### src/rtl/uart_pkg.sv
// uart_pkg: shared types and frame constants for the UART transmit path.
//   tx_state_t : transmitter FSM states
//   FRAME_BITS : start + 8 data + stop
package uart_pkg;
   typedef enum logic [1:0] {IDLE, START, DATA, STOP} tx_state_t;

   localparam int   FRAME_BITS = 10;
   localparam int   DATA_BITS  = 8;
   localparam logic START_BIT  = 1'b0;
   localparam logic STOP_BIT   = 1'b1;
   localparam logic IDLE_LEVEL = 1'b1;
endpackage

### src/rtl/flex_pts_sr.sv
// flex_pts_sr: parallel-load / serial-out shift register, idle-level fill.
//   clk, n_rst    : clock, async active-low reset (register resets to all ones)
//   load_enable   : capture parallel_in (wins over shift_enable)
//   shift_enable  : shift one position toward the output end
//   parallel_in   : NUM_BITS word to load
//   serial_out    : MSB when SHIFT_MSB=1, LSB otherwise
module flex_pts_sr
   import uart_pkg::*;
#(
   parameter int NUM_BITS  = 4,
   parameter bit SHIFT_MSB = 1'b1
) (
   input  logic                clk,
   input  logic                n_rst,
   input  logic                shift_enable,
   input  logic                load_enable,
   input  logic [NUM_BITS-1:0] parallel_in,
   output logic                serial_out
);
   logic [NUM_BITS-1:0] q;
   logic [NUM_BITS-1:0] q_shift;

   // Vacated positions fill with the idle level so an emptied register
   // naturally holds the line high.
   generate
      if (SHIFT_MSB) begin : g_msb
         assign q_shift    = {q[NUM_BITS-2:0], IDLE_LEVEL};
         assign serial_out = q[NUM_BITS-1];
      end else begin : g_lsb
         assign q_shift    = {IDLE_LEVEL, q[NUM_BITS-1:1]};
         assign serial_out = q[0];
      end
   endgenerate

   always_ff @(posedge clk or negedge n_rst) begin
      if (!n_rst)            q <= '1;
      else if (load_enable)  q <= parallel_in;
      else if (shift_enable) q <= q_shift;
   end
endmodule

### src/rtl/uart_tx_block.sv
// uart_tx_block: 8N1 UART transmitter, BIT_PERIOD clocks per bit.
//   clk, n_rst : clock, async active-low reset
//   tx_start   : send request, only honoured in IDLE
//   tx_data    : byte captured when tx_start is accepted
//   serial_out : registered line (shifter LSB), idles high
//   tx_busy    : high for the whole 10*BIT_PERIOD frame
//   tx_done    : one-cycle pulse in the first IDLE cycle after the stop bit
module uart_tx_block
   import uart_pkg::*;
#(
   parameter int BIT_PERIOD = 10
) (
   input  logic       clk,
   input  logic       n_rst,
   input  logic       tx_start,
   input  logic [7:0] tx_data,
   output logic       serial_out,
   output logic       tx_busy,
   output logic       tx_done
);
   localparam int             TW = (BIT_PERIOD > 1) ? $clog2(BIT_PERIOD) : 1;
   localparam logic [TW-1:0]  TC = TW'(BIT_PERIOD - 1);
   localparam int             BW = $clog2(DATA_BITS);
   localparam logic [BW-1:0]  LAST_BIT = BW'(DATA_BITS - 1);

   tx_state_t     state;
   logic [TW-1:0] timer;
   logic [BW-1:0] bit_cnt;
   logic          load;
   logic          tick;

   // Acceptance is decided purely by state, so a strobe during a frame can
   // never reach the shifter.
   assign load = (state == IDLE) && tx_start;
   assign tick = (state != IDLE) && (timer == TC);

   flex_pts_sr #(
      .NUM_BITS  (FRAME_BITS),
      .SHIFT_MSB (1'b0)
   ) u_sr (
      .clk          (clk),
      .n_rst        (n_rst),
      .shift_enable (tick),
      .load_enable  (load),
      .parallel_in  ({STOP_BIT, tx_data, START_BIT}),
      .serial_out   (serial_out)
   );

   always_ff @(posedge clk or negedge n_rst) begin
      if (!n_rst) begin
         state   <= IDLE;
         timer   <= '0;
         bit_cnt <= '0;
         tx_busy <= 1'b0;
         tx_done <= 1'b0;
      end else begin
         tx_done <= 1'b0;
         if (state == IDLE) begin
            if (tx_start) begin
               state   <= START;
               timer   <= '0;
               bit_cnt <= '0;
               tx_busy <= 1'b1;
            end
         end else if (tick) begin
            timer <= '0;
            case (state)
               START: state <= DATA;
               DATA: begin
                  bit_cnt <= bit_cnt + 1'b1;
                  if (bit_cnt == LAST_BIT) state <= STOP;
               end
               STOP: begin
                  // busy drops in the same cycle done rises; a tx_start seen
                  // in that cycle is accepted for a 1-cycle inter-frame gap.
                  state   <= IDLE;
                  tx_busy <= 1'b0;
                  tx_done <= 1'b1;
               end
               default: state <= IDLE;
            endcase
         end else begin
            timer <= timer + 1'b1;
         end
      end
   end
endmodule

### config.mk
export PLATFORM = sky130hd
export DESIGN_NAME = uart_tx_block
export DESIGN_NICKNAME = d
export VERILOG_FILES = /design/src/rtl/uart_pkg.sv /design/src/rtl/flex_pts_sr.sv /design/src/rtl/uart_tx_block.sv
export SDC_FILE = /design/constraint.sdc
export NUM_CORES = 1
export LEC_CHECK = 0
export ABC_AREA = 1
export BUFFER_PORTS_ARGS = -buffer_cell sky130_fd_sc_hd__buf_4
export CAP_MARGIN = 30
export CORE_MARGIN = 1.5
export CORE_UTILIZATION = 49
export DETAILED_ROUTE_END_ITERATION = 6
export PLACE_DENSITY = 0.73
export SLEW_MARGIN = 30
export SYNTH_ARGS = -nofsm -noshare
export SYNTH_HDL_FRONTEND = slang
export SYNTH_SLANG_ARGS = --single-unit
### constraint.sdc
create_clock -name clk -period 1.5 [get_ports clk]
set_clock_uncertainty 0.2 [all_clocks]
set_input_delay 0.15 -clock clk [delete_from_list [all_inputs] [get_ports clk]]
set_output_delay 0.15 -clock clk [all_outputs]
set_load 0.02 [all_outputs]
==> flow_summary_export.csv, run 1 <==
group,metric,value,unit
timing,relSlewSlack,82.7,%
timing,finalHoldViolCount,0,
route,remaining_drc_errors,0,
power_and_ir_drop,total_power,2730,uW
timing,fin_crit_sh,98.0,%
route,ant_nets,0,
route,wl,2410,um
global_route,met3_usage,4.60,%
logic_synthesis,syn-instance-count,123,
floorplan,die_w,49.0,um
timing,slew_violations,0,
worst_setup_path,cp.arrival,1.53,ns
route,vias,926,
worst_setup_path,reg2reg_depth,7,
route,drt-vias-per-instance,5.01,
final_layout,final_cells,185,
logic_synthesis,syn_nets,141,
logic_synthesis,ys_types,17,
global_route,grt_usage,21.7,%
global_route,grt_use_met1,26.6,%
final_layout,finalNetCount,177,
timing,fmax,680,MHz
cts,cts_tree,"yes",
cts,cts_sinks,20,
worst_setup_path,rr_endpoint,"u_sr.q[6]",
logic_synthesis,synth_warnings,0,
power_and_ir_drop,power_density,1860,mW/mm2
worst_setup_path,rr_startpoint,"state[0]",
final_layout,drive_above_1_share,36.1,%
worst_setup_path,critical_path_required,1.55,ns
worst_setup_path,cp_max_fo,9,
global_route,grt_max_degree,21,
timing,tightestPinTransition,0.259,ns
floorplan,io_pins,14,
flow_run,maxCapViolCount,0,
logic_synthesis,seq_area_frac_synth,49.3,%
cts,htreeDepth,1,
floorplan,start_util,52.4,%
cts,clock_latency,0.32,ns
cts,cts_root_buffer,"clkbuf_4",
final_layout,final_common_cell,"nand2_1",
min_path,min_path_type,"primary input to asynchronous set/reset pin",
worst_setup_path,end_kind,"flip-flop",
placement,dpl_worst_slack,-0.119,ns
floorplan,die-area,0.00240,mm2
timing,min_period,1.47,ns
timing,setup_violations,0,
global_route,grt_overflow,0,
logic_synthesis,synth_seq_cells,20,
timing,rsz0062_at_grt,"true",
logic_synthesis,synth.avg_cell_area,8.44,um2
cts,clockBufferDepth,2,
global_route,grt_pass1_wl,3920,um
cts,path_clk_slew,0.12,ns
final_layout,areaGrowthSynthToFinish,41.6,%
power_and_ir_drop,vdd.ir_drop.worst,1.47,mV
final_layout,final_cell_mix,"nand2_1 (50), buf_4 (19), dfrtp_1 (11)",
floorplan,rows,16,
placement,dpl_cell_area,0.00123,mm2
placement,io_buffers,13,
placement,place_hpwl,1510,um
worst_setup_path,r2r_slack,0.03,ns
power_and_ir_drop,p_leak,0.000726,uW
floorplan,core_area,0.00198,mm2
final_layout,n_antenna_cell,0,
global_route,first_global_vias,931,
route,firstDrtPassIters,4,
global_route,antenna_found_initial,0,
placement,gp_congestion,0.806,
global_route,met2_usage,36.1,%
timing,timing.final.ws_setup,0.0296,ns
route,drtIter0Drc,21,
global_route,top_usage_layer,"met2",
floorplan,fp.dieH,49.0,um
worst_setup_path,criticalPathCategory,"flip-flop to flip-flop",
placement,place_inst,170,
route,wire_per_inst,13.0,um
status,status,"finished clean",
cts,cts_buffers,3,
final_layout,design_area,0.00147,mm2
timing,hold_ws,0.0322,ns
worst_setup_path,start_kind,"flip-flop",
logic_synthesis,netlist_area,0.00104,mm2
worst max-delay path by stage:
stage                   from         end  slack [ns]  cells after the start
detailed placement  state[0]  bit_cnt[0]       -0.12                      7
global route        state[0]   u_sr.q[6]       -0.03                      7
global placement    state[0]  bit_cnt[0]       -0.04                      7
CTS                 state[1]    state[0]        0.02                      5
floorplan           state[0]  bit_cnt[1]        0.02                      7
finish              state[0]   u_sr.q[6]        0.03                      7
cell usage after synthesis:
library cell | n | area (um2)
nand3_1 | 11 | 55.1
clkinv_2 | 2 | 10.0
inv_2 | 1 | 3.75
o21ai_0 | 3 | 15.0
dfstp_2 | 9 | 236
nand2_1 | 52 | 195
o22ai_1 | 2 | 12.5
ha_1 | 7 | 87.6
nor2_1 | 4 | 15.0
inv_1 | 10 | 37.5
nand2_4 | 4 | 45.0
nand3_2 | 1 | 10.0
dfrtp_1 | 11 | 275
or2_2 | 1 | 6.26
or2_0 | 1 | 6.26
nand4_1 | 3 | 18.8
xnor2_1 | 1 | 8.76
routing by layer:
metal	up-vias	routed length, um
met1	434	1070
li1	458	-
met3	9	98
met5	-	0
met2	25	1160
met4	0	75
power by group:
part	total (uW)	switching (uW)	internal, uW
registers	932	136	796
logic	1340	750	591
clock network	456	185	271
total	2730	1070	1660
area by class of cell:
class	count	area, um2
inverter	13	55.1
multi-input combinational	90	543
clock inverter	1	30.0
clock buffer	3	22.5
sequential	20	512
timing repair buffer	31	274
tap	27	33.8
fill	135	512
flip-flops by register name, indices dropped and copies added (netlist names):
name     flops
tx_busy      1
u_sr.q       9
tx_done      1
bit_cnt      3
timer        4
state        2
logic make-up after synthesis:
| kind of cell | synth area share [%] |
|---|---|
| and+or+nand+nor | 33.9 |
| DFF | 49.3 |
| buffers and inverters | 4.94 |
| adders and majority gates | 8.43 |
| AOI/OAI and AO/OA | 2.65 |
| xor gates and xnor gates | 0.844 |
metrics by stage:
step	setup TNS, ns	util [%]
floorplan	0	-
global placement	-0.156	62.3
detailed placement	-1.14	62.3
CTS	0	71.1
global route	-0.0769	74.2
finish	0	74.2
critical path, cell delays in order (launching register included):
cell and delay (ns):
dfrtp_1 0.41, inv_2 0.11, ha_4 0.21, inv_2 0.09
nand2_4 0.12, nand2_4 0.10, nand2_1 0.09, nand3_1 0.07
timing repair:
| item | in CTS | in global routing |
|---|---|---|
| endpoints found under the hold margin | 31 | 0 |
| setup buffers | 0 | 1 |
| endpoints found under the setup margin | 20 | 16 |
| gates resized for setup | 5 | 17 |
| pin swaps | 0 | 10 |
| hold buffers | 10 | 0 |
Power figures use the tool's default switching activity.
==> run 2, diff against run 1 <==
--- a/config.mk
+++ b/config.mk
@@ -8,7 +8,7 @@
 export ABC_AREA = 1
 export BUFFER_PORTS_ARGS = -buffer_cell sky130_fd_sc_hd__buf_4
 export CAP_MARGIN = 30
-export CORE_MARGIN = 1.5
+export CORE_MARGIN = 2
 export CORE_UTILIZATION = 49
 export DETAILED_ROUTE_END_ITERATION = 6
 export PLACE_DENSITY = 0.73
==> constraint.sdc (replaced) <==
create_clock -name clk -period 1.3 [get_ports clk]
set_clock_uncertainty 0.2 [all_clocks]
set_input_delay 0.13 -clock clk [delete_from_list [all_inputs] [get_ports clk]]
set_output_delay 0.13 -clock clk [all_outputs]
set_load 0.02 [all_outputs]
==> run 2 against run 1 <==
The flow now finishes with violations (setup timing). Non-clock buffer count grew 10. Sequential power is 18% higher. Critical path depth unchanged. Maximum frequency grew 0.23%. Sequential cell count did not move. Sequential share of layout area shrank 3.2 points. Count of clock-buffer cells in the layout grew 1. Hold slack worse by 0.013 ns. First-iteration DRC count shrank 24%. Final area up 10%.
==> flow_summary_export.csv, run 2 (same netlist as run 1, synthesis figures left out) <==
group,metric,value,unit
status,status,"complete, but fails checks",
status,violations,"setup timing",
global_route,first_global_vias,970,
final_layout,n_antenna_cell,0,
worst_setup_path,start_kind,"flip-flop",
floorplan,io_pins,14,
worst_setup_path,cp_max_fo,4,
power_and_ir_drop,p_leak,0.000790,uW
final_layout,final_common_cell,"nand2_1",
final_layout,largest_reg_flops,9,
floorplan,die-area,0.00250,mm2
cts,cts_sinks,20,
timing,rsz0062_at_grt,"true",
timing,tightestPinTransition,0.265,ns
cts,path_clk_slew,0.12,ns
global_route,grt_pass1_wl,4420,um
power_and_ir_drop,power_density,2100,mW/mm2
power_and_ir_drop,vdd.ir_drop.worst,2.12,mV
timing,timing.final.ws_setup,-0.167,ns
timing,finalHoldViolCount,0,
global_route,grt_overflow,0,
final_layout,seq_area,512,um2
cts,clockBufferDepth,2,
route,firstDrtPassIters,4,
floorplan,die_w,50.0,um
cts,cts_buffers,3,
floorplan,rows,16,
final_layout,reg.largest.list,"u_sr.q (9), timer (4), bit_cnt (3)",
final_layout,multi_input_area,633,um2
timing,fmax,682,MHz
global_route,antenna_found_initial,0,
final_layout,n_fill_cell,115,
final_layout,final_cell_mix,"nand2_1 (46), buf_4 (26), dfrtp_1 (11)",
timing,fin_setup_tns,-2.34,ns
route,remaining_drc_errors,0,
timing,min_period,1.47,ns
worst_setup_path,critical_path_required,1.30,ns
cts,htreeDepth,1,
floorplan,start_util,52.4,%
route,drtIter0Drc,16,
floorplan,core_area,0.00198,mm2
route,wl,2800,um
final_layout,drive_above_1_share,47.0,%
cts,cts_root_buffer,"clkbuf_4",
worst_setup_path,criticalPathCategory,"flip-flop to flip-flop",
timing,relSlewSlack,82.3,%
route,ant_nets,0,
timing,setup_violations,20,
placement,gp_congestion,0.773,
cts,cts_tree,"yes",
worst_setup_path,cp.arrival,1.47,ns
cts,clock_latency,0.31,ns
placement,io_buffers,13,
final_layout,top_register,"u_sr.q",
placement,place_hpwl,1510,um
min_path,min_path_type,"primary input to asynchronous set/reset pin",
timing,slew_violations,0,
final_layout,areaGrowthSynthToFinish,55.7,%
worst_setup_path,end_kind,"flip-flop",
final_layout,fin_util,81.6,%
global_route,grt_max_degree,21,
flow_run,maxCapViolCount,0,
timing,fin_crit_sh,113,%
floorplan,fp.dieH,50.0,um
route,vias,1002,
final_layout,finalNetCount,187,
global_route,grt_usage,23.1,%
route,drt-vias-per-instance,5.14,
route,wire_per_inst,14.4,um
[run 2: cell count changes in the layout (fill, tap and decap cells not counted), sizes merged]
cell / before / now
buf: 21 / 31
bufinv: 1 / 0
clkbuf: 3 / 4
clkinv: 1 / 2
inv: 12 / 11
[run 2: per-layer routing]
layer	track usage [%]	vias up	wire length [um]
met5	0	-	0
met4	7.87	0	78
met3	4.85	8	84
met2	37.7	16	1450
met1	30.3	497	1190
li1	-	481	-
[run 2: worst paths after layout]
path / to / from / slack, ns / cells after the start
max: bit_cnt[2] / timer[1] / -0.17 / 7
min: bit_cnt[0] / n_rst / 0.02 / 2
max reg2reg: bit_cnt[2] / timer[1] / -0.17 / 7
min reg2reg: u_sr.q[4] / u_sr.q[4] / 0.27 / 2
max in group asynchronous: u_sr.q[5] / n_rst / 0.60 / 2
min in group clk: u_sr.q[4] / u_sr.q[4] / 0.27 / 2
[run 2: what timing repair did]
| item | 4_1_cts | 5_1_grt |
|---|---|---|
| pin swaps | 12 | 17 |
| hold buffers | 10 | 0 |
| setup buffers | 5 | 1 |
| hold endpoints to repair | 31 | 0 |
| gates resized for setup | 23 | 20 |
| endpoints found under the setup margin | 21 | 21 |
[run 2: stage by stage]
| step | cells | worst slack, ns | power, uW | hold WS [ns] | area (um2) |
|---|---|---|---|---|---|
| finish | 195 | -0.167 | 3400 | 0.0194 | 1620 |
| global route | 195 | -0.211 | 3630 | 0.0432 | 1620 |
| CTS | 194 | -0.0966 | 3110 | 0.0277 | 1530 |
| detailed placement | 175 | -0.172 | 2440 | -0.178 | 1280 |
| global placement | 175 | -0.152 | 2390 | -0.178 | 1280 |
| floorplan | 123 | -0.0675 | 1950 | -0.366 | 1060 |
[run 2: area by class of cell]
cell class                      count  area share [%]
Clock buffer                        4            1.63
Inverter                           13            3.72
Multi-Input combinational cell     90            39.2
Sequential cell                    20            31.7
Tap cell                           27            2.09
Timing Repair Buffer               41            21.7
[run 2: report_power, final]
part           switching, uW  total [uW]  internal (uW)
Sequential               180        1100            920
Clock                    192         312            120
Combinational           1060        1980            924
[run 2: critical path, stage by stage, from the launching register on]
cell and delay [ns]:
dfrtp_1 0.41, inv_2 0.08, ha_4 0.16, nand2_4 0.06, nor2_4 0.17, nand3_4 0.12, nand3_1 0.10, nand2_1 0.05
==> run 3, diff against run 2 <==
--- a/config.mk
+++ b/config.mk
@@ -9,9 +9,11 @@
 export BUFFER_PORTS_ARGS = -buffer_cell sky130_fd_sc_hd__buf_4
 export CAP_MARGIN = 30
 export CORE_MARGIN = 2
-export CORE_UTILIZATION = 49
+export CORE_UTILIZATION = 52
+export CTS_BUF_LIST = sky130_fd_sc_hd__clkbuf_4 sky130_fd_sc_hd__clkbuf_8
 export DETAILED_ROUTE_END_ITERATION = 6
-export PLACE_DENSITY = 0.73
+export PLACE_DENSITY = 0.77
+export SETUP_SLACK_MARGIN = 0.05
 export SLEW_MARGIN = 30
 export SYNTH_ARGS = -nofsm -noshare
 export SYNTH_HDL_FRONTEND = slang
==> run 3 against run 2 <==
First-iteration DRC count rose by 110%. Global-route usage rose by 5.3 points. Critical endpoint is now state[0]. Critical path type unchanged. The run ends with hold timing, setup timing left. Highest routed layer unchanged. Sequential cell count did not move. Count of clock-buffer cells in the layout did not move. Die area fell by 5.3%. Wire length fell by 1.1%. Sequential power barely moved.
==> flow_summary_export.csv, run 3 (same netlist as run 1, synthesis figures left out) <==
group,metric,value,unit
status,status,"complete, but fails checks",
status,violations,"hold timing, setup timing",
power_and_ir_drop,swShare,42.5,%
timing,fin_crit_sh,110,%
power_and_ir_drop,seq_power_share,33.2,%
final_layout,final_cell_mix,"nand2_1 (44), buf_4 (22), dfrtp_1 (11)",
final_layout,multi_input_area,611,um2
worst_setup_path,critical_path_required,1.32,ns
route,firstDrtPassIters,4,
cts,htreeDepth,1,
route,wire_per_inst,14.7,um
power_and_ir_drop,combPwrFrac,55.6,%
cts,clockBufferDepth,2,
power_and_ir_drop,switchingPower,1420,uW
floorplan,die-area,0.00237,mm2
cts,cts_tree,"yes",
min_path,whs_path_depth,4,
timing,tightestPinTransition,0.257,ns
cts,cts_buffers,3,
worst_setup_path,rr_startpoint,"bit_cnt[0]",
timing,rsz0062_at_grt,"true",
timing,slew_violations,0,
floorplan,rows,16,
worst_setup_path,rr_endpoint,"state[0]",
final_layout,areaGrowthSynthToFinish,48.2,%
final_layout,largest_reg_flops,9,
final_layout,n_antenna_cell,0,
global_route,first_global_vias,1085,
global_route,grt_overflow,0,
flow_run,maxCapViolCount,0,
worst_setup_path,reg2reg_depth,6,
floorplan,fp.dieH,48.7,um
global_route,antenna_found_initial,0,
worst_setup_path,criticalPathCategory,"flip-flop to flip-flop",
timing,finalHoldViolCount,3,
placement,dpl_cell_area,0.00124,mm2
worst_setup_path,cp.arrival,1.44,ns
cts,cts_root_buffer,"clkbuf_4",
cts,path_clk_slew,0.11,ns
timing,fin_setup_tns,-1.91,ns
placement,place_hpwl,1470,um
timing,hold_ws,-0.0256,ns
route,vias,982,
power_and_ir_drop,pwr-share-clk,11.2,%
final_layout,design_area,0.00154,mm2
timing,timing.final.ws_setup,-0.126,ns
final_layout,reg.largest.list,"u_sr.q (9), timer (4), bit_cnt (3)",
min_path,holdPathEnd,"bit_cnt[0]",
placement,place_inst,170,
placement,gp_congestion,0.738,
timing,min_period,1.43,ns
worst_setup_path,end_kind,"flip-flop",
cts,cts_sinks,20,
min_path,hold_start,"tx_start",
worst_setup_path,cp_max_fo,3,
route,wl,2770,um
power_and_ir_drop,total_power,3330,uW
global_route,grt_usage,28.5,%
min_path,min_path_type,"primary input to flip-flop",
global_route,grt_pass1_wl,4990,um
floorplan,io_pins,14,
timing,setup_violations,21,
worst_setup_path,r2r_slack,-0.13,ns
power_and_ir_drop,p_int,1920,uW
route,drt-vias-per-instance,5.20,
final_layout,top_register,"u_sr.q",
floorplan,start_util,54.0,%
cts,clock_latency,0.31,ns
power_and_ir_drop,vdd.ir_drop.worst,2.13,mV
worst_setup_path,start_kind,"flip-flop",
floorplan,core_area,0.00192,mm2
timing,fmax,701,MHz
power_and_ir_drop,p_leak,0.000752,uW
timing,relSlewSlack,82.9,%
final_layout,seq_area,512,um2
floorplan,die_w,48.7,um
route,ant_nets,0,
power_and_ir_drop,power_density,2160,mW/mm2
global_route,grt_max_degree,21,
final_layout,finalNetCount,181,
route,remaining_drc_errors,0,
final_layout,drive_above_1_share,44.4,%
final_layout,n_fill_cell,128,
route,drtIter0Drc,33,
final_layout,final_common_cell,"nand2_1",
cts,cts_hold_buf,9,
final_layout,final_cells,189,
placement,io_buffers,13,
[run 3: cell types whose count changed in the layout (fill, tap and decap cells not counted), sizes merged]
| cell | delta |
|---|---|
| buf | -6 |
| dlygate4sd3 | -1 |
| nand2 | +1 |
[run 3: final cells by class]
class	count	area share, %
flip-flops and latches	20	33.3
well taps	27	2.20
inverters	13	3.74
clock buffers	4	2.36
multi-input cells	91	39.7
repair buffers	34	18.8
[run 3: stage by stage]
step / util [%] / setup WS, ns
global route: 80.1 / -0.227
floorplan: - / -0.0675
CTS: 78.6 / -0.0953
detailed placement: 64.5 / -0.146
finish: 80.1 / -0.126
global placement: 64.5 / -0.101
[run 3: worst max path at each step]
stage	from	endpoint	slack, ns	depth (start not counted)
after floorplan	timer[1]	bit_cnt[0]	-0.07	8
after global placement	timer[1]	bit_cnt[0]	-0.10	8
after detailed placement	timer[1]	bit_cnt[1]	-0.15	8
after CTS	timer[1]	state[0]	-0.1	7
after global routing	state[1]	state[1]	-0.23	7
final	bit_cnt[0]	state[0]	-0.13	6
[run 3: timing repair]
action / in CTS / in global routing
setup buffers: 4 / 1
gates cloned: 1 / 0
setup endpoints to repair: 21 / 21
pin swaps: 12 / 4
resized for setup: 26 / 6
endpoints found under the hold margin: 31 / 1
[run 3: worst max-delay path: stages, from the launching register on]
cell and delay (ns):
dfrtp_1 0.42, ha_2 0.20, ha_2 0.16, nor2_1 0.10, nand2_2 0.10, nand4_1 0.11, nand2_1 0.06
[run 3: layer usage]
metal / wire length (um) / vias up / GRT usage (%)
li1: - / 469 / -
met1: 1030 / 465 / 30.2
met2: 1470 / 33 / 52.1
met3: 107 / 15 / 4.63
met4: 160 / 0 / 17.6
met5: 0 / - / 0
[run 3: power groups by stage]
stage / Clock (uW) / Sequential, uW / Combinational (uW)
after global routing: 397 / 1130 / 2070
after CTS: 380 / 1080 / 1700
after detailed placement: 0 / 1070 / 1300
after global placement: 0 / 1060 / 1250
final: 375 / 1100 / 1850
after floorplan: 0 / 1080 / 872
